[config.mk]
export PLATFORM = sky130hd
export DESIGN_NAME = wb_stage
export DESIGN_NICKNAME = d
export VERILOG_FILES = /design/src/rtl/wb_stage_pkg.sv /design/src/rtl/wb_stage_load_align.sv /design/src/rtl/wb_stage.sv
export SDC_FILE = /design/constraint.sdc
export NUM_CORES = 1
export LEC_CHECK = 0
export BUFFER_PORTS_ARGS = -buffer_cell sky130_fd_sc_hd__buf_2
export CORE_UTILIZATION = 45
export CTS_BUF_LIST = sky130_fd_sc_hd__clkbuf_8
export DETAILED_ROUTE_END_ITERATION = 12
export HOLD_SLACK_MARGIN = 0.15
export PLACE_DENSITY_LB_ADDON = 0.05
export SYNTH_ARGS = -nofsm -noshare
export SYNTH_HDL_FRONTEND = slang
export SYNTH_SLANG_ARGS = --single-unit
[constraint.sdc]
create_clock -name clk -period 2.1 [get_ports clk]
set_input_delay 0.63 -clock clk [delete_from_list [all_inputs] [get_ports clk]]
set_output_delay 0.63 -clock clk [all_outputs]
set_load 0.03 [all_outputs]
[src/rtl/wb_stage_pkg.sv]
`default_nettype none
// ============================================================================
// Module      : wb_stage_pkg
// Description : Shared widths, load funct3 encodings and the load-tracker
//               state type for the writeback stage and its helpers.
// Ports       : none (package)
// Revision    : 1.0 - initial release
// ============================================================================
package wb_stage_pkg;

  localparam int XLEN = 32;
  localparam int REGW = 5;

  localparam logic [2:0] F3_LB  = 3'b000;
  localparam logic [2:0] F3_LH  = 3'b001;
  localparam logic [2:0] F3_LW  = 3'b010;
  localparam logic [2:0] F3_LBU = 3'b100;
  localparam logic [2:0] F3_LHU = 3'b101;

  typedef enum logic [0:0] {
    IDLE = 1'b0,
    WAIT = 1'b1
  } ld_state_t;

endpackage
`default_nettype wire

[src/rtl/wb_stage_load_align.sv]
`default_nettype none
// ============================================================================
// Module      : wb_stage_load_align
// Description : Combinational load alignment. Selects the addressed byte or
//               halfword from a raw memory word and sign/zero extends it.
// Ports       : raw     in  XLEN  raw word from data memory
//               funct3  in  3     load type
//               addr_lo in  2     byte address bits [1:0]
//               ext     out XLEN  extended result
// Revision    : 1.0 - initial release
// ============================================================================
module wb_stage_load_align
  import wb_stage_pkg::*;
(
  input  logic [XLEN-1:0] raw,
  input  logic [2:0]      funct3,
  input  logic [1:0]      addr_lo,
  output logic [XLEN-1:0] ext
);

  logic [7:0]  w_byte;
  logic [15:0] w_half;

  always_comb begin
    w_byte = raw[{addr_lo, 3'b000} +: 8];
    // Halfwords are naturally aligned; the low address bit is ignored.
    w_half = addr_lo[1] ? raw[31:16] : raw[15:0];
    case (funct3)
      F3_LB:   ext = {{(XLEN-8){w_byte[7]}}, w_byte};
      F3_LBU:  ext = {{(XLEN-8){1'b0}}, w_byte};
      F3_LH:   ext = {{(XLEN-16){w_half[15]}}, w_half};
      F3_LHU:  ext = {{(XLEN-16){1'b0}}, w_half};
      F3_LW:   ext = raw;
      default: ext = raw;
    endcase
  end

endmodule
`default_nettype wire

[src/rtl/wb_stage.sv]
`default_nettype none
// ============================================================================
// Module      : wb_stage
// Description : Writeback stage. Merges the ALU result stream and the single
//               outstanding load response into one registered register-file
//               write per cycle, with a one-entry skid buffer for ALU results
//               that lose the port to a load response.
// Ports       : clk, rstn                       clock, async active-low reset
//               alu_valid/alu_ready/alu_rd/alu_data   ALU result handshake
//               ld_issue/ld_issue_ready/ld_rd/ld_funct3/ld_addr_lo  load issue
//               ld_rvalid/ld_rdata              load response
//               rd/we/rwdata                    register-file write port
//               ld_busy/ld_busy_rd              load hazard information
// Revision    : 1.0 - initial release
// ============================================================================
module wb_stage
  import wb_stage_pkg::*;
(
  input  logic            clk,
  input  logic            rstn,
  input  logic            alu_valid,
  output logic            alu_ready,
  input  logic [REGW-1:0] alu_rd,
  input  logic [XLEN-1:0] alu_data,
  input  logic            ld_issue,
  output logic            ld_issue_ready,
  input  logic [REGW-1:0] ld_rd,
  input  logic [2:0]      ld_funct3,
  input  logic [1:0]      ld_addr_lo,
  input  logic            ld_rvalid,
  input  logic [XLEN-1:0] ld_rdata,
  output logic [REGW-1:0] rd,
  output logic            we,
  output logic [XLEN-1:0] rwdata,
  output logic            ld_busy,
  output logic [REGW-1:0] ld_busy_rd
);

  ld_state_t       r_state;
  logic [REGW-1:0] r_cap_rd;
  logic [2:0]      r_cap_f3;
  logic [1:0]      r_cap_lo;

  logic            r_skid_valid;
  logic [REGW-1:0] r_skid_rd;
  logic [XLEN-1:0] r_skid_data;
  // Output register currently holds the tracked load's write cycle.
  logic            r_out_load;

  logic            w_ld_take;
  logic            w_alu_acc;
  logic [XLEN-1:0] w_ld_ext;

  assign w_ld_take      = (r_state == WAIT) && ld_rvalid;
  assign alu_ready      = !r_skid_valid;
  assign w_alu_acc      = alu_valid && !r_skid_valid;
  assign ld_issue_ready = (r_state == IDLE);
  assign ld_busy        = (r_state == WAIT) || r_out_load;
  assign ld_busy_rd     = r_cap_rd;

  wb_stage_load_align u_align (
    .raw     (ld_rdata),
    .funct3  (r_cap_f3),
    .addr_lo (r_cap_lo),
    .ext     (w_ld_ext)
  );

  // Load tracker: one outstanding load, attributes captured at issue.
  always_ff @(posedge clk or negedge rstn) begin
    if (!rstn) begin
      r_state  <= IDLE;
      r_cap_rd <= '0;
      r_cap_f3 <= '0;
      r_cap_lo <= '0;
    end else begin
      case (r_state)
        IDLE: begin
          if (ld_issue) begin
            r_state  <= WAIT;
            r_cap_rd <= ld_rd;
            r_cap_f3 <= ld_funct3;
            r_cap_lo <= ld_addr_lo;
          end
        end
        WAIT: begin
          if (ld_rvalid) r_state <= IDLE;
        end
        default: r_state <= IDLE;
      endcase
    end
  end

  // Write-port arbitration (load > skid > ALU), skid buffer and output regs.
  // rd/rwdata hold their last value when nothing is written.
  always_ff @(posedge clk or negedge rstn) begin
    if (!rstn) begin
      r_skid_valid <= 1'b0;
      r_skid_rd    <= '0;
      r_skid_data  <= '0;
      r_out_load   <= 1'b0;
      rd           <= '0;
      we           <= 1'b0;
      rwdata       <= '0;
    end else begin
      r_out_load <= 1'b0;
      we         <= 1'b0;
      if (w_ld_take) begin
        rd         <= r_cap_rd;
        rwdata     <= w_ld_ext;
        we         <= (r_cap_rd != '0);
        r_out_load <= 1'b1;
        if (w_alu_acc) begin
          r_skid_valid <= 1'b1;
          r_skid_rd    <= alu_rd;
          r_skid_data  <= alu_data;
        end
      end else if (r_skid_valid) begin
        rd           <= r_skid_rd;
        rwdata       <= r_skid_data;
        we           <= (r_skid_rd != '0);
        r_skid_valid <= 1'b0;
      end else if (w_alu_acc) begin
        rd     <= alu_rd;
        rwdata <= alu_data;
        we     <= (alu_rd != '0);
      end
    end
  end

endmodule
`default_nettype wire

==> results.md, run 1 <==
- RSZ-0062 raised after global routing: false
- CTS tree: done
- Most frequent cells in the layout: buf_2, dfrtp_1, nand2_1
- Aggregate routed wire length: 12060 µm
- Clock sinks: 88
- Kind of critical path: flop to primary output
- Fin nets: approximately 640
- DR pass1 iterations: 6
- # DRC: 0
- I/O Buffers: 129
- Startpoint Class: flop
- Max Cap Violations: 0
- Post-CTS Repair Setup Buffers: 0
- Clock skew: around 0.013 ns
- P_leak: 0.002619 µW
- Post-synth EDFFs: 0
- Hold Vio Cnt, Final: 0
- Final GP Congestion: 0.7872
- Mapped Cells: 427
- Core area: 0.009684 mm²
- Initial Util: 0.4616
- Post-route ant nets: 0
- Vias in the first global route: 3511
- Final setup fails: 0
- CP Capture Type: primary output
- DR vias: 3758
- Standard-cell rows: 36
- Ys async rst share: 1.000
- Max frequency: roughly 0.53 GHz
- Final Power: 5594 µW
- Layout Utilization: 0.5707
- Area grow syn2layout: 23.62%
- Synth top area cells: dfrtp_1, mux2_2, mux2i_1, nand2_1, a222oi_1
- Clk_lat worst skew: ~0.37 ns
- PwrDens: 1012 mW/mm²
- Die ar.: 0.01034 mm²
- Yosys warns: 0
- Placement Cell Area: about 0.0053 mm²
- Final Critical Period: 1.902 ns
- Sequential share of the synthesized area: 0.4926
- Clk buf depth: 2
- Grt total ovfl: 0
- Outcome: finished, final reports clean
- H-tree level count: 3
- Post-Syn Area: 0.004471 mm²
- Gr usage total: 0.2444
- Worst r2r src: r_cap_f3[1]
- Setup_tns: 0 ns
- Worst ir drop on vdd: 0.0004273 V
- Top Ports: 130
- Via density: 5.438
- Area of the multi-input gates: 0.002097 mm²
- Cts bufs inserted: 9
- R2r worst-path depth: 5
- Area leader, netlist: dfrtp_1
- ANT cells: 0
- Hold slack: 0.2077 ns
- Req. time, crit path: about 1.5 ns
- Hold Crit Class: primary input to async pin
- WP data arrival: 1.27 ns
- Worst-margin pin slew: 0.6420 ns
- Yosys top cell area share: 0.4926
- Yosys reg bits: 88
- Post-CTS Hold Fix Bufs: 0
- Share of cells above drive strength 1: 0.3961
- Die Y-Extent: 101.7 µm
- First-pass GRT wire length: 18640 µm
- Die Wd: 101.7 µm
- WL/cell: roughly 17 µm
- Post-DP HPWL: between 8000 and 9000 µm
- Mapped Avg Cell Area: 10.47 µm²
- Antenna violations before repair: 0
- Finished Cell Area: around 0.0055 mm²
- CTS root buf: clkbuf_8
- PostCTS Resize Cnt: 0
- Fill cells: ~900
- Largest net degree at the start of global routing: 39
- Most common cell after layout, fill and taps aside: buf_2
- Worst slew margin: 0.5720
- Area taken by flip-flops and latches: 0.002203 mm²
- Clock slew at reported path FFs: about 0.10 ns
- Fin crit share: 0.9056
- Top_reg_cell synth: dfrtp_1
- Crit path max fanout: 5
- Mapped Nets: slightly above 500
- Crit. Startpoint: r_state
- Final slew viol count: 0
- Synth unique cells: 39
- Initial drt markers: 301
-- area by class of cell --
type | count | share of cell area
sequential | 88 | 0.3987
clock inverter | 7 | 0.01290
multi-input combinational | 302 | 0.3794
tap | 133 | 0.03011
timing repair buffer | 147 | 0.1530
clock buffer | 9 | 0.02241
inverter | 5 | 0.003396
-- flip-flops by register name, summed over array words and instances (netlist names) --
name / flops
r_skid_data: 32
rwdata: 32
ld_busy_rd: 5
r_skid_rd: 5
rd: 5
r_cap_f3: 3
r_cap_lo: 2
r_out_load: 1
r_skid_valid: 1
r_state: 1
we: 1
-- path summary, 6_finish.rpt --
check                               end  slack (ns)
min reg2reg                       rd[4]        0.48
max reg2reg                  rwdata[10]        0.44
min in group clk                r_state        0.48
max in group asynchronous  r_skid_valid        1.33
min                           rwdata[2]        0.21
max                             ld_busy        0.20
-- worst max-delay path, cell delays in order, from the launching register on --
cell	delay (ns)
dfrtp_1	0.43
or2_2	0.30
buf_2	0.18
-- Yosys cell counts, types with 4 or more instances --
library cell,number
buf_2,14
a21oi_1,22
or3_1,8
nand2_1,69
o22ai_1,7
o21ai_0,34
mux2_2,45
a222oi_1,17
buf_4,4
nor2_1,21
clkbuf_1,11
a221oi_1,7
mux2i_1,29
nand3_1,10
o31ai_1,5
dfrtp_1,88
-- where the power goes --
group / leakage [µW] / switching (µW) / internal (µW) / total [µW]
combinational: 0.00147 / 1160 / 776 / 1940
sequential: 0.00105 / 289 / 2150 / 2440
clock: 0.0000974 / 663 / 553 / 1220
total: 0.00262 / 2110 / 3480 / 5590
-- layer usage --
metal	track usage	vias up	routed length, µm
li1	-	1803	-
met1	0.3467	1822	5520
met2	0.3825	120	5720
met3	0.04417	13	689
met4	0.07135	0	129
met5	0	-	0
-- per-stage QoR --
stage / instances / setup slack, ns
6_report: 691 / 0.1982
5_1_grt: 691 / 0.1686
4_1_cts: 691 / 0.1838
3_5_place_dp: 675 / 0.2166
3_3_place_gp: 675 / 0.2683
2_1_floorplan: 427 / 0.3138
-- logic make-up (layout without fill, tap and decap cells) --
logic type / after synthesis / in the layout / share of synthesized area
buf+inv: 37 / 168 / 0.03834
compound gates: 101 / 101 / 0.1562
simple gates: 123 / 123 / 0.1229
mux: 78 / 78 / 0.1900
flops: 88 / 88 / 0.4926
(Power assumes the default switching activity.)
==> inputs of run 2 (changes only) <==
==> constraint.sdc (replaced) <==
create_clock -name clk -period 2.1 [get_ports clk]
set_input_delay 0.63 -clock clk [delete_from_list [all_inputs] [get_ports clk]]
set_output_delay 0.63 -clock clk [all_outputs]
set_load 0.05 [all_outputs]
==> results.md, run 2 (synthesis results as in run 1) <==
- Worst r2r src: r_cap_f3[1]
- Met2 usage: 0.3862 (+0.003638)
- First-pass GRT wire length: 18760 µm (+0.63%)
- Sw Share: 0.4099 (+0.03238)
- Hold Crit Class: primary input to async pin
- PwrDens: 1067 mW/mm² (+5.4%)
- PostCTS Resize Cnt: 0 (unchanged)
- Req. time, crit path: 1.47 ns (about the same)
- Grt total ovfl: 0 (unchanged)
- Standard-cell rows: 36 (unchanged)
- Final setup fails: 0 (unchanged)
- Finished Cell Area: 0.005527 mm² (unchanged)
- Routing usage on met1: 0.3421 (-0.004608)
- Worst-margin pin slew: 0.6292 ns (-0.01286 ns)
- Fin nets: 637 (unchanged)
- CP Capture Type: primary output
- H-tree level count: 3 (unchanged)
- Layout Utilization: 0.5707 (unchanged)
- Post-DP HPWL: 8824 µm (+0.95%)
- GRT busiest layer: met2
- WL/cell: 17.52 µm (+0.41%)
- Kind of critical path: flop to primary output
- R2R Setup Slk: 0.44 ns (about the same)
- Post-CTS Repair Setup Buffers: 0 (unchanged)
- Initial drt markers: 282 (-6.3%)
- Gate power share: 0.385 (+0.039)
- CTS tree: done
- Placement Cell Area: 0.005331 mm² (unchanged)
- R2r worst-path depth: 5 (unchanged)
- Final Power: 5896 µW (+5.4%)
- Max Cap Violations: 0 (unchanged)
- Clock Power Share: 0.202 (-0.015)
- DR pass1 iterations: 5 (-1)
- Sequential share of power: 0.414 (-0.023)
- DR vias: 3748 (-0.27%)
- Largest net degree at the start of global routing: 39 (unchanged)
- Vias in the first global route: 3532 (+0.60%)
- CTS root buf: clkbuf_8
- Initial Util: 0.4616 (unchanged)
- WP data arrival: 1.31 ns (+0.04 ns)
- Core area: 0.009684 mm² (unchanged)
- RSZ-0062 raised after global routing: false
- Clock skew: 0.01067 ns (-0.002460 ns)
- Most common cell after layout, fill and taps aside: buf_2
- ANT cells: 0 (unchanged)
- Aggregate routed wire length: 12110 µm (+0.41%)
- Post-route ant nets: 0 (unchanged)
- Antenna violations before repair: 0 (unchanged)
- Gr usage total: 0.2460 (+0.001637)
- Clock slew at reported path FFs: 0.09 ns (about the same)
- Hold Vio Cnt, Final: 0 (unchanged)
- Via density: 5.424 (-0.27%)
- Setup_tns: 0 ns (unchanged)
- Final GP Congestion: 0.7970 (+1.2%)
- Final slew viol count: 0 (unchanged)
- Fill cells: 889 (-2.0%)
- Max frequency: 0.5166 GHz (-1.8%)
- P_leak: 0.002613 µW (-0.22%)
- Cts bufs inserted: 9 (unchanged)
- Crit path max fanout: 5 (unchanged)
- Die Wd: 101.7 µm (unchanged)
- Post-CTS Hold Fix Bufs: 0 (unchanged)
- Clk buf depth: 2 (unchanged)
- Final Critical Period: 1.936 ns (+0.03398 ns)
- Area grow syn2layout: 23.62% (unchanged)
- I/O Buffers: 129 (unchanged)
- Clock sinks: 88 (unchanged)
- Startpoint Class: flop
- Fin crit share: 0.9218 (+0.01618)
- Top Ports: 130 (unchanged)
- Outcome: finished, final reports clean
- Share of cells above drive strength 1: 0.3978 (+0.001792)
- Worst slew margin: 0.5806 (+0.008575)
- Net Sw Power: 2417 µW (+14%)
- Hold slack: 0.2162 ns (+0.008526 ns)
- # DRC: 0 (unchanged)
- Most frequent cells in the layout: buf_2, dfrtp_1, nand2_1
- Clk_lat worst skew: 0.36 ns (about the same)
- Worst ir drop on vdd: 0.0004270 V (about the same)
- Die Y-Extent: 101.7 µm (unchanged)
- RR Endpoint: rwdata[10]
- Met3 Usage GRT: 0.04279 (-0.001380)
- Die ar.: 0.01034 mm² (unchanged)
- Largest registers: r_skid_data (32), rwdata (32)
- Internal power: 3479 µW (about the same)
## run 2: cell types whose count changed in the layout (fill, tap and decap cells not counted), sizes merged
cell and delta:
clkinv +1, inv -2, clkinvlp +1
## run 2: worst max-delay path by stage
stage                      start         end  cells after the start
finish                   r_state     ld_busy                      2
global route             r_state     ld_busy                      2
CTS                      r_state     ld_busy                      2
detailed placement  ld_rdata[15]  rwdata[17]                      5
global placement    ld_rdata[15]  rwdata[17]                      5
floorplan           r_skid_valid   alu_ready                      3
## run 2: cell type report
type | instances | area (µm²) | share of cell area
sequential | 88 | 2203 | 0.3987
multi-input combinational | 302 | 2097 | 0.3794
timing repair buffer | 147 | 845.8 | 0.1530
tap | 133 | 166.4 | 0.03011
clock buffer | 9 | 123.9 | 0.02241
clock inverter | 7 | 71.32 | 0.01290
inverter | 5 | 18.77 | 0.003396
## run 2: worst max-delay path, cell delays in order, from the launching register on
cell,delay [ns]
dfrtp_1,0.43
or2_2,0.30
buf_2,0.21
## run 2: power groups by stage
stage | clock (µW) | sequential, µW | combinational [µW]
floorplan | 0 | 3130 | 957
global placement | 0 | 2450 | 2240
detailed placement | 0 | 2470 | 2280
CTS | 1220 | 2440 | 2280
global route | 1290 | 2490 | 2440
finish | 1190 | 2440 | 2270
## run 2: per-layer routing
layer	share of wire	wire length, µm
met5	0	0
met4	0.0096	116
met3	0.058	707
met2	0.48	5754
met1	0.46	5530
## run 2: per-stage QoR
stage               std cells  setup slack, ns
detailed placement        675           0.2058
global placement          675           0.2736
global route              691           0.1204
finish                    691           0.1642
floorplan                 427           0.1661
CTS                       691           0.1450
==> inputs of run 3 (changes only) <==
--- a/config.mk
+++ b/config.mk
@@ -5,8 +5,11 @@
 export SDC_FILE = /design/constraint.sdc
 export NUM_CORES = 1
 export LEC_CHECK = 0
+export ABC_AREA = 0
 export BUFFER_PORTS_ARGS = -buffer_cell sky130_fd_sc_hd__buf_2
-export CORE_UTILIZATION = 45
+export CELL_PAD_IN_SITES_DETAIL_PLACEMENT = 2
+export CELL_PAD_IN_SITES_GLOBAL_PLACEMENT = 2
+export CORE_UTILIZATION = 33
 export CTS_BUF_LIST = sky130_fd_sc_hd__clkbuf_8
 export DETAILED_ROUTE_END_ITERATION = 12
 export HOLD_SLACK_MARGIN = 0.15
==> results.md, run 3 (synthesis results as in run 1) <==
- Die Y-Extent: 118.4 µm (+16%)
- Clock skew: 0.01212 ns (+0.001449 ns)
- Outcome: finished, final reports clean
- Req. time, crit path: 1.47 ns (about the same)
- Post-route ant nets: 0 (unchanged)
- Worst r2r src: r_cap_lo[1]
- Grt total ovfl: 0 (unchanged)
- Cts bufs inserted: 9 (unchanged)
- Fin nets: 636 (-0.16%)
- Top Ports: 130 (unchanged)
- Share of cells above drive strength 1: 0.3932 (-0.004672)
- Hold Vio Cnt, Final: 0 (unchanged)
- Fill cells: 1460 (+64%)
- Post-CTS Repair Setup Buffers: 0 (unchanged)
- RSZ-0062 raised after global routing: false
- Routed length on met3: 654 µm (-7.5%)
- Placed Cells: 717 (+6.2%)
- # DRC: 0 (unchanged)
- Clock slew at reported path FFs: 0.08 ns (about the same)
- Worst ir drop on vdd: 0.0003588 V (-16%)
- Most frequent cells in the layout: buf_2, dfrtp_1, nand2_1
- Worst-margin pin slew: 0.6352 ns (+0.006008 ns)
- Worst slew margin: 0.5766 (-0.004006)
- R2r worst-path depth: 4 (-1)
- Most common cell after layout, fill and taps aside: buf_2
- Post-DP HPWL: 10560 µm (+20%)
- Kind of critical path: flop to primary output
- Hold slack: 0.2745 ns (+0.05824 ns)
- Aggregate routed wire length: 14560 µm (+20%)
- Area taken by flip-flops and latches: 0.002203 mm² (unchanged)
- Final GP Congestion: 0.7485 (-6.1%)
- RR Endpoint: rwdata[4]
- Via density: 5.278 (-2.7%)
- Largest net degree at the start of global routing: 89 (+130%)
- Vias in the first global route: 4218 (+19%)
- Post-CTS Hold Fix Bufs: 0 (unchanged)
- ANT cells: 0 (unchanged)
- Final Critical Period: 1.958 ns (+0.02174 ns)
- H-tree level count: 3 (unchanged)
- Area of the multi-input gates: 0.002097 mm² (unchanged)
- Core area: 0.01324 mm² (+37%)
- Clk_lat worst skew: 0.38 ns (+0.02 ns)
- Final setup fails: 0 (unchanged)
- Crit. Startpoint: r_state
- Hold Crit Class: primary input to async pin
- Uppermost layer routed: met4
- First-pass GRT wire length: 23160 µm (+23%)
- Largest registers: r_skid_data (32), rwdata (32)
- Area grow syn2layout: 24.99%
- Placement Cell Area: 0.005403 mm² (+1.3%)
- Met1 wire length: 6538 µm (+18%)
- P_leak: 0.002625 µW (+0.45%)
- Met2 WL: 7149 µm (+24%)
- Final slew viol count: 0 (unchanged)
- PwrDens: 1060 mW/mm² (-0.60%)
- Standard-cell rows: 42 (+17%)
- CTS tree: done
- CTS root buf: clkbuf_8
- WP data arrival: 1.33 ns (+0.02 ns)
- Max Cap Violations: 0 (unchanged)
- DR vias: 3869 (+3.2%)
- I/O Buffers: 129 (unchanged)
- DR pass1 iterations: 4 (-1)
- WL/cell: 19.87 µm (+13%)
- Fin crit share: 0.9322 (+0.01035)
- Finished Cell Area: 0.005588 mm² (+1.1%)
- Final Non-Filler Cells: 733 (+6.1%)
- R2R Setup Slk: 0.29 ns (-0.15 ns)
- CP Capture Type: primary output
- PostCTS Resize Cnt: 0 (unchanged)
- Initial Util: 0.3376 (-0.1240)
- Critical path capture point: ld_busy
- Initial drt markers: 257 (-8.9%)
- Startpoint Class: flop
- Die ar.: 0.01402 mm² (+36%)
- Setup_tns: 0 ns (unchanged)
- Antenna violations before repair: 0 (unchanged)
- Gr usage total: 0.2187 (-0.02732)
- Crit path max fanout: 5 (unchanged)
- Clock sinks: 88 (unchanged)
- Die Wd: 118.4 µm (+16%)
- Clk buf depth: 2 (unchanged)
- Max frequency: 0.5108 GHz (-1.1%)
run 3: cell types whose count changed in the layout (fill, tap and decap cells not counted):
cell | before | now
inv_1 | 3 | 5
clkbuf_8 | 9 | 12
clkinv_2 | 2 | 1
inv_6 | 1 | 0
clkinvlp_4 | 3 | 1
buf_4 | 14 | 11
bufinv_16 | 1 | 0
buf_12 | 5 | 7
run 3: final cells by class:
cell class,count,area share
Clock buffer,12,0.02956
Clock inverter,4,0.003583
Inverter,5,0.003359
Multi-Input combinational cell,302,0.3753
Sequential cell,88,0.3943
Tap cell,176,0.03941
Timing Repair Buffer,146,0.1545
run 3: worst min-delay path by stage:
| stage | slack (ns) | startpoint | end |
|---|---|---|---|
| global route | 0.31 | rstn | r_skid_rd[4] |
| global placement | 0.47 | rd[0] | rd[0] |
| floorplan | 0.33 | rstn | ld_busy_rd[0] |
| CTS | 0.30 | rstn | r_skid_rd[0] |
| detailed placement | 0.47 | rd[3] | rd[3] |
| finish | 0.27 | rstn | r_skid_rd[0] |
run 3: where the power goes:
| group | leakage, µW | switching, µW | internal (µW) |
|---|---|---|---|
| clock network | 0.000101 | 619 | 518 |
| logic | 0.00147 | 1540 | 790 |
| registers | 0.00105 | 304 | 2150 |
| total | 0.00262 | 2460 | 3460 |
run 3: stage by stage:
stage | total power (µW) | util | setup WS (ns)
floorplan | 4087 | - | 0.1661
global placement | 4758 | 0.4080 | 0.2297
detailed placement | 4851 | 0.4080 | 0.1193
CTS | 6014 | 0.4220 | 0.1053
global route | 6270 | 0.4220 | 0.07716
finish | 5926 | 0.4220 | 0.1425
run 3: routing by layer:
metal,track usage,up-vias
li1,-,1807
met2,0.3654,93
met4,0.07595,0
met3,0.03571,17
met1,0.2865,1952
met5,0,-
run 3: critical path, cell delays in order (launching register included):
cell,delay (ns)
dfrtp_1,0.44
or2_2,0.31
buf_2,0.21
